`src/rtl/mul_div_unit.sv`:
```
// Iterative 32-cycle multiply / restoring-divide unit with a single-cycle
// register-file writeback request at the end of each operation.
module mul_div_unit #(
  parameter int XLEN   = 32,
  parameter int REG_AW = 5
) (
  input  logic              clk,
  input  logic              rst,
  input  logic              start,
  input  logic [1:0]        op,
  input  logic [XLEN-1:0]   src_a,
  input  logic [XLEN-1:0]   src_b,
  input  logic [REG_AW-1:0] rd_in,
  input  logic              flush,
  output logic              busy,
  output logic              done,
  output logic              wb_en,
  output logic [REG_AW-1:0] wb_addr,
  output logic [XLEN-1:0]   wb_data,
  output logic [1:0]        dbg_state
);

  // Handshake: start is taken on a rising edge when state is IDLE or DONE
  // and flush is low; busy stays high until the 32nd iteration retires and
  // done/wb_en pulse for exactly the one DONE cycle that follows.
  typedef enum logic [1:0] {IDLE = 2'd0, RUN = 2'd1, DONE = 2'd2} state_t;

  localparam logic [1:0] OP_MUL   = 2'b00;
  localparam logic [1:0] OP_MULHU = 2'b01;
  localparam logic [1:0] OP_DIVU  = 2'b10;

  state_t              state;
  logic [5:0]          cnt;
  logic [1:0]          op_q;
  logic [REG_AW-1:0]   rd_q;
  logic [XLEN-1:0]     b_q;
  logic [XLEN:0]       hi_q;   // multiply high half / divide partial remainder
  logic [XLEN-1:0]     lo_q;   // multiply low half / divide quotient

  logic [XLEN:0]       mul_sum;
  logic [XLEN:0]       mul_hi_n;
  logic [XLEN-1:0]     mul_lo_n;
  logic [XLEN:0]       div_rs;
  logic [XLEN+1:0]     div_diff;
  logic                div_ok;
  logic [XLEN:0]       div_hi_n;
  logic [XLEN-1:0]     div_lo_n;
  logic [XLEN:0]       hi_n;
  logic [XLEN-1:0]     lo_n;
  logic [XLEN-1:0]     result_n;
  logic [XLEN-1:0]     div0_result;
  logic                accept;

  always_comb begin
    mul_sum  = hi_q + (lo_q[0] ? {1'b0, b_q} : '0);
    mul_hi_n = {1'b0, mul_sum[XLEN:1]};
    mul_lo_n = {mul_sum[0], lo_q[XLEN-1:1]};

    // Remainder is always below the divisor, so its top bit is never set.
    div_rs   = {hi_q[XLEN-1:0], lo_q[XLEN-1]};
    div_diff = {1'b0, div_rs} - {2'b00, b_q};
    div_ok   = ~div_diff[XLEN+1];
    div_hi_n = div_ok ? div_diff[XLEN:0] : div_rs;
    div_lo_n = {lo_q[XLEN-2:0], div_ok};

    hi_n = op_q[1] ? div_hi_n : mul_hi_n;
    lo_n = op_q[1] ? div_lo_n : mul_lo_n;

    case (op_q)
      OP_MUL:   result_n = mul_lo_n;
      OP_MULHU: result_n = mul_sum[XLEN:1];
      OP_DIVU:  result_n = div_lo_n;
      default:  result_n = div_hi_n[XLEN-1:0];
    endcase

    div0_result = op[0] ? src_a : '1;
    accept      = start && !flush && (state != RUN);
  end

  assign busy      = (state == RUN);
  assign dbg_state = state;

  always_ff @(posedge clk or negedge rst) begin
    if (!rst) begin
      state   <= IDLE;
      cnt     <= '0;
      op_q    <= '0;
      rd_q    <= '0;
      b_q     <= '0;
      hi_q    <= '0;
      lo_q    <= '0;
      done    <= 1'b0;
      wb_en   <= 1'b0;
      wb_addr <= '0;
      wb_data <= '0;
    end else begin
      done  <= 1'b0;
      wb_en <= 1'b0;
      if (flush) begin
        state <= IDLE;
      end else begin
        case (state)
          RUN: begin
            hi_q <= hi_n;
            lo_q <= lo_n;
            cnt  <= cnt + 6'd1;
            if (cnt == 6'd31) begin
              state   <= DONE;
              done    <= 1'b1;
              wb_en   <= |rd_q;
              wb_addr <= rd_q;
              wb_data <= result_n;
            end
          end
          default: begin
            if (accept) begin
              op_q <= op;
              rd_q <= rd_in;
              b_q  <= src_b;
              hi_q <= '0;
              lo_q <= src_a;
              cnt  <= '0;
              if (op[1] && (src_b == '0)) begin
                state   <= DONE;
                done    <= 1'b1;
                wb_en   <= |rd_in;
                wb_addr <= rd_in;
                wb_data <= div0_result;
              end else begin
                state <= RUN;
              end
            end else begin
              state <= IDLE;
            end
          end
        endcase
      end
    end
  end

endmodule
```
`config.mk`:
```
export PLATFORM = sky130hd
export DESIGN_NAME = mul_div_unit
export DESIGN_NICKNAME = d
export VERILOG_FILES = /design/src/rtl/mul_div_unit.sv
export SDC_FILE = /design/constraint.sdc
export NUM_CORES = 1
export LEC_CHECK = 0
export ABC_AREA = 1
export ABC_CLOCK_PERIOD_IN_PS = 3800
export CAP_MARGIN = 20
export CELL_PAD_IN_SITES_DETAIL_PLACEMENT = 2
export CELL_PAD_IN_SITES_GLOBAL_PLACEMENT = 2
export CORE_MARGIN = 8
export CORE_UTILIZATION = 35
export DETAILED_ROUTE_END_ITERATION = 16
export GPL_TIMING_DRIVEN = 1
export HOLD_SLACK_MARGIN = 0.05
export PLACE_DENSITY_LB_ADDON = 0.1
export SYNTH_ARGS = -nofsm -noshare
export SYNTH_HDL_FRONTEND = slang
export SYNTH_SLANG_ARGS = --single-unit
export TNS_END_PERCENT = 50
```
`constraint.sdc`:
```
create_clock -name clk -period 3.8 [get_ports clk]
set_input_delay 0.57 -clock clk [delete_from_list [all_inputs] [get_ports clk]]
set_output_delay 0.57 -clock clk [all_outputs]
set_load 0.01 [all_outputs]
```
# Word-level counts from Yosys, hierarchy flattened
# Index checks and enable logic that the tools add are counted.
[totals]
ff_bits = 151
in_bits = 75
out_inout_bits = 42
elab_cells = 72
[classes]
n_addsub = 3
eq_ne = 7
n_mux = 35
n_bitwise = 3
n_reduce_logical = 13
[op_table]
columns = ["operator", "count"]
rows = [
  ["$mux W32", 9],
  ["$mux W33", 4],
  ["$pmux W32 S3", 1],
  ["$sub A33 B32 Y34", 1],
  ["$add A33 B32 Y33", 1],
  ["$logic_not A32 Y1", 1],
  ["$mux W5", 4],
  ["$mux W6", 2],
  ["$mux W1", 10],
  ["$mux W2", 5],
  ["$reduce_or A5 Y1", 2],
  ["$add A6 B1 Y6 const B", 1],
  ["$eq A6 B5 Y1 const B", 1],
  ["$eq A2 B1 Y1 const B", 2],
  ["$ne A2 B1 Y1 const B", 2],
  ["$reduce_and A4 Y1", 1],
  ["$reduce_bool A2 Y1", 2],
  ["$logic_and A1 B1 Y1", 3],
  ["$ne A3 B2 Y1 const B", 1],
  ["$not A1 Y1", 3],
  ["$reduce_and A3 Y1", 1],
  ["$eq A2 B2 Y1 const B", 1],
  ["$logic_not A2 Y1", 1],
  ["$reduce_and A2 Y1", 1],
  ["$logic_not A1 Y1", 1],
]

# Longest topological paths before layout
# Gate-level depths: netlist (run 1).
[logic_depth]
word_depth = 6
depth_mapped = 23
depth_no_buf = 21

# Least setup slack after synthesis (run 1)
# No wires, ideal clock.
[synth_path]
path_kind = "flip-flop to flip-flop"
startpoint = "reg lo_q[0]"
endpoint = "reg wb_data[27]"
setup_ns = 0.116
arrival_ns = 2.465
required_ns = 3.684
slack_ns = 1.219
path_stages_with_launch = 24
cell_sequence = "dfrtp_1 -> clkbuf_1 -> clkbuf_1 -> nand2_1 -> inv_1 -> ha_1 -> inv_1 -> fa_1 -> inv_1 -> nand3_1 -> nand3_1 -> nand2_1 -> nand2_1 -> nand2_1 -> nand2_1 -> nand2_1 -> nand2_1 -> nand2_1 -> nand3_1 -> nand2_1 -> inv_1 -> nand2_1 -> nand2_1 -> nand2_1"
[synth_via]
elab_chain_len = 5
[synth_rtl]
columns = ["item", "line", "text"]
rows = [
  ["from (decl)", "38", "logic [XLEN-1:0] lo_q;"],
  ["from (signal assigned)", "105", "lo_q <= lo_n;"],
  ["from (signal assigned)", "121", "lo_q <= src_a;"],
  ["$mux W32", "55", "mul_sum = hi_q + (lo_q[0] ? {1'b0, b_q} : '0);"],
  ["$add A33 B32 Y33", "55", ""],
  ["$pmux W32 S3", "69", "case (op_q)"],
  ["$mux W32", "107", "if (cnt == 6'd31) begin"],
  ["$mux W32", "102", "case (state)"],
  ["to (signal assigned)", "112", "wb_data <= result_n;"],
  ["to (signal assigned)", "128", "wb_data <= div0_result;"],
  ["to (decl)", "19", "output logic [XLEN-1:0] wb_data,"],
]
# Every way passes these cells. The select of a mux whose other input is x is not followed.
# A chain may end at the register's enable or synchronous reset.

# Final worst setup path (run 1)
[layout_path]
startpoint = "reg lo_q[0]"
endpoint = "reg wb_data[15]"
# The elaborated chain is that of the path after synthesis.

==> results of run 1 <==
[through the flow]
step                util, %  setup slack [ns]  area [um^2]  hold WS (ns)  power, uW
finish                 41.6             0.783        15200        0.0815      11200
detailed placement     40.0             0.614        14700         0.470       9420
floorplan                 -              1.22        13000         0.274       6850
global placement       40.0             0.682        14700         0.463       9150
global route           41.6             0.534        15200         0.111      12000
CTS                    41.6             0.796        15200        0.0992      11300
[power groups by stage]
stage / Sequential, uW / Combinational, uW / Clock [uW]
final: 2660 / 6810 / 1750
after detailed placement: 2680 / 6740 / 0
after global routing: 2710 / 7510 / 1820
after global placement: 2660 / 6490 / 0
after floorplan: 2550 / 4300 / 0
after CTS: 2670 / 6840 / 1770
[cell families (layout without fill, tap and decap cells)]
group,after synthesis,in the layout
xor+xnor,27,27
fa+ha+maj,67,67
buf+inv,398,498
flops,151,151
compound gates,303,303
simple gates,1149,1149
[flip-flops by register name, summed over array words and instances, names as in the netlist]
name	count
b_q	32
cnt	6
dbg_state	2
done	1
hi_q	33
lo_q	32
op_q	2
rd_q	5
wb_addr	5
wb_data	32
wb_en	1
[layout make-up]
class / instances / area, um^2 / area share [%]
Tap cell: 468 / 586 / 3.84
Timing Repair Buffer: 138 / 1390 / 9.08
Multi-Input combinational cell: 1546 / 7700 / 50.5
Sequential cell: 151 / 3780 / 24.8
Clock inverter: 13 / 114 / 0.747
Clock buffer: 19 / 453 / 2.97
Inverter: 328 / 1230 / 8.08
[worst max-delay path, stage by stage, from the launching register on]
cell and delay, ns:
dfrtp_1 0.35, buf_4 0.36, nand2_1 0.18, inv_1 0.09, ha_1 0.29, nand2_1 0.16
inv_1 0.06, a21oi_1 0.26, nor2_1 0.07, nor2_1 0.17, nand2_1 0.15, or2_2 0.31
nand3_1 0.08, nand2_1 0.07, o21bai_1 0.15, nand2_1 0.08, nand2_1 0.05
[how the worst max path moves through the flow]
stage	to	startpoint	slack, ns	depth (start not counted)
2_1_floorplan	wb_data[27]$_DFFE_PN0P_	lo_q[0]$_DFFE_PN0P_	1.22	23
5_1_grt	wb_data[15]$_DFFE_PN0P_	lo_q[0]$_DFFE_PN0P_	0.53	16
6_report	wb_data[15]$_DFFE_PN0P_	lo_q[0]$_DFFE_PN0P_	0.78	16
4_1_cts	wb_data[27]$_DFFE_PN0P_	lo_q[0]$_DFFE_PN0P_	0.80	22
3_5_place_dp	wb_data[30]$_DFFE_PN0P_	op[1]	0.61	10
3_3_place_gp	wb_data[30]$_DFFE_PN0P_	op[1]	0.68	10
[placed cells by master (no fill, tap or decap), types with 26 or more instances in the layout]
master	n
a21oi_1	84
a22oi_1	31
clkdlybuf4s50_1	115
dfrtp_1	151
ha_1	65
inv_1	317
nand2_1	764
nand3_1	145
nor2_1	122
nor3_1	38
o211ai_1	26
o21ai_0	111
[metal layers]
layer / track usage, % / up-vias / part of all wire, %
li1: - / 6794 / -
met1: 32.0 / 7354 / 42
met2: 51.4 / 277 / 52
met3: 3.34 / 92 / 2.9
met4: 9.65 / 2 / 3.4
met5: 0 / - / 0.025
==> flow_metrics.py, run 1 <==
metrics = {
    "drt": {
        "drt_pass1_iterations": 5,
        "detail_route.wl_per_cell_um": 22.7,
        "drt_first_iter_violations": 597,
        "wirelength_um": 60400,
        "drt-vias-per-instance": 5.45,
        "drc": 0,
        "vias": 14519,
        "drt.antenna.violating_nets": 0,
    },
    "synthesis": {
        "synth_top_family_by_area": "simple AND/OR/NAND/NOR gates",
        "ys_top_cells_by_area": "dfrtp_1, nand2_1, inv_1",
        "synthAdderAreaFrac_pct": 6.55,
        "async_reset_ff_share_pct": 100,
        "synth_seq_cells": 151,
        "syn_area_um2": 13000,
        "synth_edf_count": 0,
        "ys_types": 48,
        "yosysMostFrequentCell": "nand2_1",
        "synth-xor-area-share_pct": 1.82,
        "synthesis.nets": 2237,
        "yosysTopAreaCellShare_pct": 29.0,
        "synthTopCellsByCount": "nand2_1, inv_1, dfrtp_1",
        "synth_seq_area_share_pct": 29.0,
        "yosys.area_share.simple_pct": 36.8,
        "synth_flop_cell": "dfrtp_1",
        "avgSynthCellArea_um2": 6.21,
        "synth_compound_area_share_pct": 13.9,
        "synth_cells": 2095,
        "yosysWarningCount": 0,
        "synth_mux_area_share_pct": 0,
        "synth_top_area_cell": "dfrtp_1",
    },
    "global_route": {
        "grt_pass1_wl_um": 94200,
        "antenna_found_initial": 1,
        "grt_pass1_vias": 16397,
        "grt_max_degree": 100,
        "grt_usage_pct": 27.6,
        "overflow": 0,
    },
    "clock_network": {
        "numCtsBuffers": 17,
        "clock-sinks": 151,
        "cts_resized": 0,
        "clk_latency_ns": 0.46,
        "clk_path_buf_depth": 2,
        "cts_tree": "built",
        "htree_levels": 4,
        "clk_pin_slew_worst_paths_ns": 0.07,
        "clock-root-buffer": "clkbuf_16",
        "cts_hold_buf": 0,
        "post-cts-setup-buffers": 0,
    },
    "timing": {
        "tns_ns": 0,
        "setup_viol": 0,
        "grt_setup_unrepaired": "no",
        "fin_crit_ns": 3.02,
        "post-route-period-util_pct": 79.4,
        "finalHoldViolCount": 0,
        "skew_ns": 0.0120,
        "worst_slew_pin_slew_ns": 0.916,
        "max_freq_mhz": 331,
        "slew_headroom_pct": 38.9,
        "maxSlewViolCount": 0,
    },
    "pwr": {
        "pwr-share-seq_pct": 23.7,
        "power_switching_share_pct": 52.6,
        "p_comb_share_pct": 60.7,
        "clkPwrFrac_pct": 15.6,
        "cellPowerDensity_nw_per_um2": 736,
        "power.leakage_uw": 0.00812,
        "p_int_uw": 5320,
        "ir_worst_vdd_uv": 345,
        "p_sw_uw": 5900,
    },
    "die": {
        "start_util_pct": 35.6,
        "die_h_um": 209,
        "ioPinCount": 117,
        "std_cell_rows": 70,
        "die_w_um": 209,
        "core_area_um2": 36600,
        "die-area_um2": 43600,
    },
    "place": {
        "port_buffers": 116,
        "dp_cells": 2630,
        "dp_hpwl_um": 47300,
        "routabilityCongestion": 0.943,
    },
    "setup_path": {
        "rr_worst_depth": 16,
        "critical_path_class": "flip-flop to flip-flop",
        "start_kind": "flip-flop",
        "worstPathMaxFanout": 26,
        "reg2reg_to": "wb_data[15]$_DFFE_PN0P_",
        "end_kind": "flip-flop",
        "required_ns": 4.15,
        "crit_arrival_ns": 3.37,
        "regToRegStartpoint": "lo_q[0]$_DFFE_PN0P_",
        "reg2reg_slack_ns": 0.78,
    },
    "final_layout": {
        "diodes": 0,
        "fillCellCount": 4561,
        "area_growth_pct": 17.1,
        "drive_gt1_share_pct": 5.24,
        "final_nets": 2324,
        "instances_no_fill": 2663,
    },
    "worst_hold_path": {
        "hold_class": "primary input to asynchronous set/reset pin",
    },
    "run": {
        "drv_cap": 0,
    },
    "status": {
        "outcome": "finished, final reports clean",
    },
}
Power figures use the tool's default switching activity.
==> run 2, diff against run 1 <==
ABC_CLOCK_PERIOD_IN_PS = 2600   (was 3800)
CORE_UTILIZATION = 29   (was 35)
clock period = 2.6 ns   (was 3.8 ns; I/O delays follow)
==> run 2 against run 1 <==
Effect of this change: register-to-register slack worse by 0.74 ns; clock power up 49%; sequential power up 45%; sequential cell count unchanged; combinational power up 100%; sequential share of layout area down 4.1 points; cell area up 20%; die area up 19%; maximum frequency up 18%; via count up 5.2%; count of clock-buffer cells in the layout down 2; largest power group unchanged.
==> flow_metrics.py, run 2 (synthesized netlist as in run 1, its figures left out) <==
metrics = {
    "clock_network": {
        "clk_pin_slew_worst_paths_ns": 0.07,
        "clk_path_buf_depth": 2,
        "htree_levels": 4,
        "clk_latency_ns": 0.50,
        "clock-root-buffer": "clkbuf_16",
        "numCtsBuffers": 17,
        "clock-sinks": 151,
        "cts_tree": "built",
    },
    "run": {
        "drv_cap": 0,
    },
    "place": {
        "dp_hpwl_um": 51600,
        "port_buffers": 116,
        "dp_cells": 2937,
        "routabilityCongestion": 0.890,
        "preCtsSetupSlack_ns": -0.296,
    },
    "drt": {
        "detail_route.wl_per_cell_um": 21.9,
        "drt-vias-per-instance": 5.07,
        "wirelength_um": 66000,
        "drc": 0,
        "drt.antenna.violating_nets": 0,
        "vias": 15272,
        "drt_first_iter_violations": 730,
        "drt_pass1_iterations": 5,
    },
    "final_layout": {
        "drive_gt1_share_pct": 22.8,
        "final_nets": 2551,
        "largest_register_ffs": 33,
        "top_register": "hi_q",
        "area_growth_pct": 40.7,
        "instances_no_fill": 3014,
        "final_util_pct": 41.3,
        "diodes": 0,
        "fillCellCount": 5363,
        "final_cell_mix": "nand2_1, inv_1, buf_4",
        "final_common_cell": "nand2_1",
    },
    "setup_path": {
        "slowest_delay_ns": 0.42,
        "cp_slowest_cell": "dfrtp_1",
        "start_kind": "flip-flop",
        "cp_top_family": "simple AND/OR/NAND/NOR gates",
        "worst_path_most_repeated_cell": "nand2_1",
        "path_buf_inv": 4,
        "required_ns": 3.03,
        "critical_path_class": "flip-flop to flip-flop",
        "worstPathMaxFanout": 26,
        "crit_arrival_ns": 2.99,
        "startpoint": "lo_q[0]$_DFFE_PN0P_",
        "end_kind": "flip-flop",
        "regToRegStartpoint": "lo_q[0]$_DFFE_PN0P_",
        "crit_chain": "buf_12, buf_4, nand2_1, inv_1, ha_2, nand2_1, nor2_2, nand2_2, nor2_2, nand2_2, nand2_1, nand2_1, nand3_1, nand2_1, inv_1, nand2_1, a21oi_1",
        "reg2reg_slack_ns": 0.04,
    },
    "timing": {
        "maxSlewViolCount": 0,
        "grt_setup_unrepaired": "yes",
        "setup_ws_ns": 0.0404,
        "max_freq_mhz": 391,
        "setup_viol": 0,
        "fin_crit_ns": 2.56,
        "post-route-period-util_pct": 98.4,
        "worst_slew_pin_slew_ns": 0.895,
        "skew_ns": 0.0142,
        "slew_headroom_pct": 39.7,
        "finalHoldViolCount": 0,
    },
    "die": {
        "die_h_um": 228,
        "ioPinCount": 117,
        "die_w_um": 228,
        "start_util_pct": 29.4,
        "die-area_um2": 51900,
        "core_area_um2": 44300,
        "std_cell_rows": 77,
    },
    "global_route": {
        "grt_max_degree": 55,
        "grt_pass1_vias": 16985,
        "antenna_found_initial": 0,
        "overflow": 0,
        "grt_pass1_wl_um": 97900,
        "grt_usage_pct": 24.3,
    },
    "status": {
        "outcome": "finished, final reports clean",
    },
    "pwr": {
        "power.leakage_uw": 0.00932,
        "cellPowerDensity_nw_per_um2": 1100,
        "p_total_uw": 20100,
        "ir_worst_vdd_uv": 548,
    },
    "worst_hold_path": {
        "hold_class": "primary input to asynchronous set/reset pin",
    },
}
==> run 2: what timing repair did <==
action | 4_1_cts | 5_1_grt
pin swaps | 5 | 24
hold endpoints to repair | 52 | 0
setup endpoints to repair | 46 | 55
cloned | 0 | 2
resized for setup | 57 | 176
hold buffers | 1 | 0
setup buffers | 24 | 18
==> run 2: worst paths after layout <==
check,to,cells after the start
min in group clk,b_q[12]$_DFFE_PN0P_,3
min,b_q[28]$_DFFE_PN0P_,2
max reg2reg,wb_data[29]$_DFFE_PN0P_,17
min reg2reg,wb_data[25]$_DFFE_PN0P_,2
max in group asynchronous,lo_q[30]$_DFFE_PN0P_,3
max,wb_data[29]$_DFFE_PN0P_,17
==> run 2: routing by layer <==
metal	GRT usage (%)	wire length (um)	share of wire, %
met1	28.2	27900	42
met2	45.3	34300	52
met3	3.20	1270	1.9
met4	7.90	2540	3.8
met5	0	0	0
==> run 2: layout make-up <==
cell class              instances  area, um^2  area share (%)
multi-input cells            1546        8730            47.6
clock buffers                  17         425            2.32
flip-flops and latches        151        3790            20.7
inverters                     328        1230            6.72
clock inverters                15         144           0.785
repair buffers                365        3260            17.8
well taps                     592         741            4.04
==> run 2: per-stage QoR <==
stage               hold WS (ns)  TNS (ns)  cell area [um^2]
floorplan                 0.0944         0             13000
global placement           0.433     -9.70             16300
detailed placement         0.437     -8.57             16300
CTS                        0.448         0             17300
global route               0.493     -1.48             18300
finish                     0.472         0             18300
==> run 2: power breakdown <==
part / leakage, uW / internal [uW] / switching [uW]
registers: 0.00189 / 3130 / 745
clock network: 0.000278 / 1340 / 1270
logic: 0.00715 / 5840 / 7810
total: 0.00932 / 10300 / 9820
==> run 3, diff against run 2 <==
ABC_CLOCK_PERIOD_IN_PS = 2800   (was 2600)
CORE_UTILIZATION = 32   (was 29)
MAX_ROUTING_LAYER = met4   (was not set)
clock period = 2.8 ns   (was 2.6 ns; I/O delays follow)
==> run 3 against run 2 <==
Effect of this change: sequential power shrank 7.5%; largest power group unchanged; highest routed layer unchanged; sequential cell count is the same; wire length shrank 4.1%; first-iteration DRC count shrank 7.8%.
==> flow_metrics.py, run 3 (synthesized netlist as in run 1, its figures left out) <==
metrics = {
    "place": {
        "routabilityCongestion": 0.928,
        "dp_cells": 2792,
        "port_buffers": 116,
        "dp_hpwl_um": 49600,
        "postPlaceCellArea_um2": 15600,
    },
    "die": {
        "std_cell_rows": 74,
        "start_util_pct": 32.2,
        "ioPinCount": 117,
        "die_w_um": 218,
        "die-area_um2": 47400,
        "core_area_um2": 40500,
        "die_h_um": 218,
    },
    "setup_path": {
        "critical_path_class": "flip-flop to flip-flop",
        "required_ns": 3.20,
        "crit_chain": "inv_1, ha_1, nand2_2, inv_1, nand2_1, nand2_1, inv_1, nand3_2, nand2_2, nand2_2, nand2_4, nand2_8, buf_4, o211ai_1, nand2_1, nand2_1, nand2_1",
        "crit_arrival_ns": 3.15,
        "cp_slowest_cell": "dfrtp_1",
        "reg2reg_slack_ns": 0.05,
        "start_kind": "flip-flop",
        "cp_top_family": "simple AND/OR/NAND/NOR gates",
        "end_kind": "flip-flop",
        "path_buf_inv": 4,
        "worstPathMaxFanout": 6,
        "slowest_delay_ns": 0.37,
        "worst_path_most_repeated_cell": "nand2_1",
    },
    "timing": {
        "fin_hold_ws_ns": 0.378,
        "slew_headroom_pct": 56.7,
        "setup_viol": 0,
        "max_freq_mhz": 364,
        "worst_slew_pin_slew_ns": 0.649,
        "skew_ns": 0.0135,
        "finalHoldViolCount": 0,
        "fin_crit_ns": 2.75,
        "maxSlewViolCount": 0,
        "grt_setup_unrepaired": "yes",
        "post-route-period-util_pct": 98.1,
    },
    "final_layout": {
        "design_area_um2": 16900,
        "final_cell_mix": "nand2_1, inv_1, dfrtp_1",
        "area_growth_pct": 29.9,
        "drive_gt1_share_pct": 14.1,
        "final_nets": 2445,
        "instances_no_fill": 2848,
        "final_common_cell": "nand2_1",
        "fillCellCount": 4975,
        "final_util_pct": 41.8,
        "diodes": 0,
        "multi_input_area_um2": 8170,
        "largest_register_ffs": 33,
        "top_register": "hi_q",
        "ff_latch_area_um2": 3780,
    },
    "drt": {
        "drt_first_iter_violations": 673,
        "detail_route.wl_per_cell_um": 22.2,
        "drt.antenna.violating_nets": 0,
        "drt_pass1_iterations": 4,
        "drt-vias-per-instance": 5.19,
        "drc": 0,
        "wirelength_um": 63300,
        "vias": 14795,
    },
    "clock_network": {
        "cts_tree": "built",
        "clk_pin_slew_worst_paths_ns": 0.07,
        "clock-sinks": 151,
        "clk_path_buf_depth": 2,
        "clk_latency_ns": 0.51,
        "numCtsBuffers": 17,
        "htree_levels": 4,
        "clock-root-buffer": "clkbuf_16",
    },
    "run": {
        "drv_cap": 0,
    },
    "global_route": {
        "overflow": 0,
        "antenna_found_initial": 1,
        "grt_usage_pct": 27.2,
        "grt_pass1_vias": 16495,
        "grt_max_degree": 75,
        "grt_pass1_wl_um": 95800,
    },
    "status": {
        "outcome": "finished, final reports clean",
    },
    "pwr": {
        "cellPowerDensity_nw_per_um2": 1030,
        "power.leakage_uw": 0.00883,
        "ir_worst_vdd_uv": 540,
    },
    "worst_hold_path": {
        "hold_class": "primary input to asynchronous set/reset pin",
    },
}
run 3: stage by stage:
step	total power, uW	setup WS (ns)	setup TNS [ns]
after floorplan	9300	0.219	0
after global placement	13300	-0.128	-0.733
after detailed placement	13700	-0.135	-0.958
after CTS	16700	-0.0499	-0.0499
after global routing	18700	-0.0872	-0.548
final	17400	0.0526	0
run 3: timing repair:
action,in CTS,in global routing
setup endpoints to repair,14,47
buffers inserted,1,20
hold endpoints to repair,24,0
gates resized for setup,10,96
pin swaps,3,11
gates cloned,0,2
hold buffers,1,0
run 3: worst register-to-register path, cell delays in order (launching register included):
cell and delay, ns:
dfrtp_1 0.37, inv_1 0.08, ha_1 0.36, nand2_2 0.15, inv_1 0.06, nand2_1 0.06
nand2_1 0.06, inv_1 0.07, nand3_2 0.15, nand2_2 0.11, nand2_2 0.09, nand2_4 0.14
nand2_8 0.09, buf_4 0.18, o211ai_1 0.35, nand2_1 0.15, nand2_1 0.12, nand2_1 0.05
run 3: final timing paths:
kind	from	end	cells past startpoint
worst min register to register	wb_data[9]$_DFFE_PN0P_	wb_data[9]$_DFFE_PN0P_	2
max in group asynchronous	rst	lo_q[0]$_DFFE_PN0P_	3
min in group clk	wb_data[9]$_DFFE_PN0P_	wb_data[9]$_DFFE_PN0P_	2
worst min-delay path	rst	hi_q[28]$_DFFE_PN0P_	2
worst max-delay path	b_q[8]$_DFFE_PN0P_	wb_data[20]$_DFFE_PN0P_	17
worst max register to register	b_q[8]$_DFFE_PN0P_	wb_data[20]$_DFFE_PN0P_	17
run 3: per-layer routing:
metal / up-vias / wire (um) / global-route usage [%]
li1: 7051 / - / -
met4: 0 / 1930 / 9.78
met3: 85 / 1320 / 3.79
met1: 7464 / 26500 / 29.9
met2: 195 / 33600 / 49.5
met5: - / 0 / -
run 3: layout make-up:
cell class	count	area share [%]
repair buffers	258	14.2
clock buffers	20	2.76
multi-input cells	1547	48.3
inverters	328	7.28
well taps	532	3.94
flip-flops and latches	151	22.4
clock inverters	12	1.11
run 3: where the power goes:
group          switching, uW  leakage (uW)  total, uW  internal (uW)
sequential               683       0.00191       3580           2900
combinational           6780       0.00660      11100           4310
clock                   1180      0.000320       2750           1580
total                   8640       0.00883      17400           8790
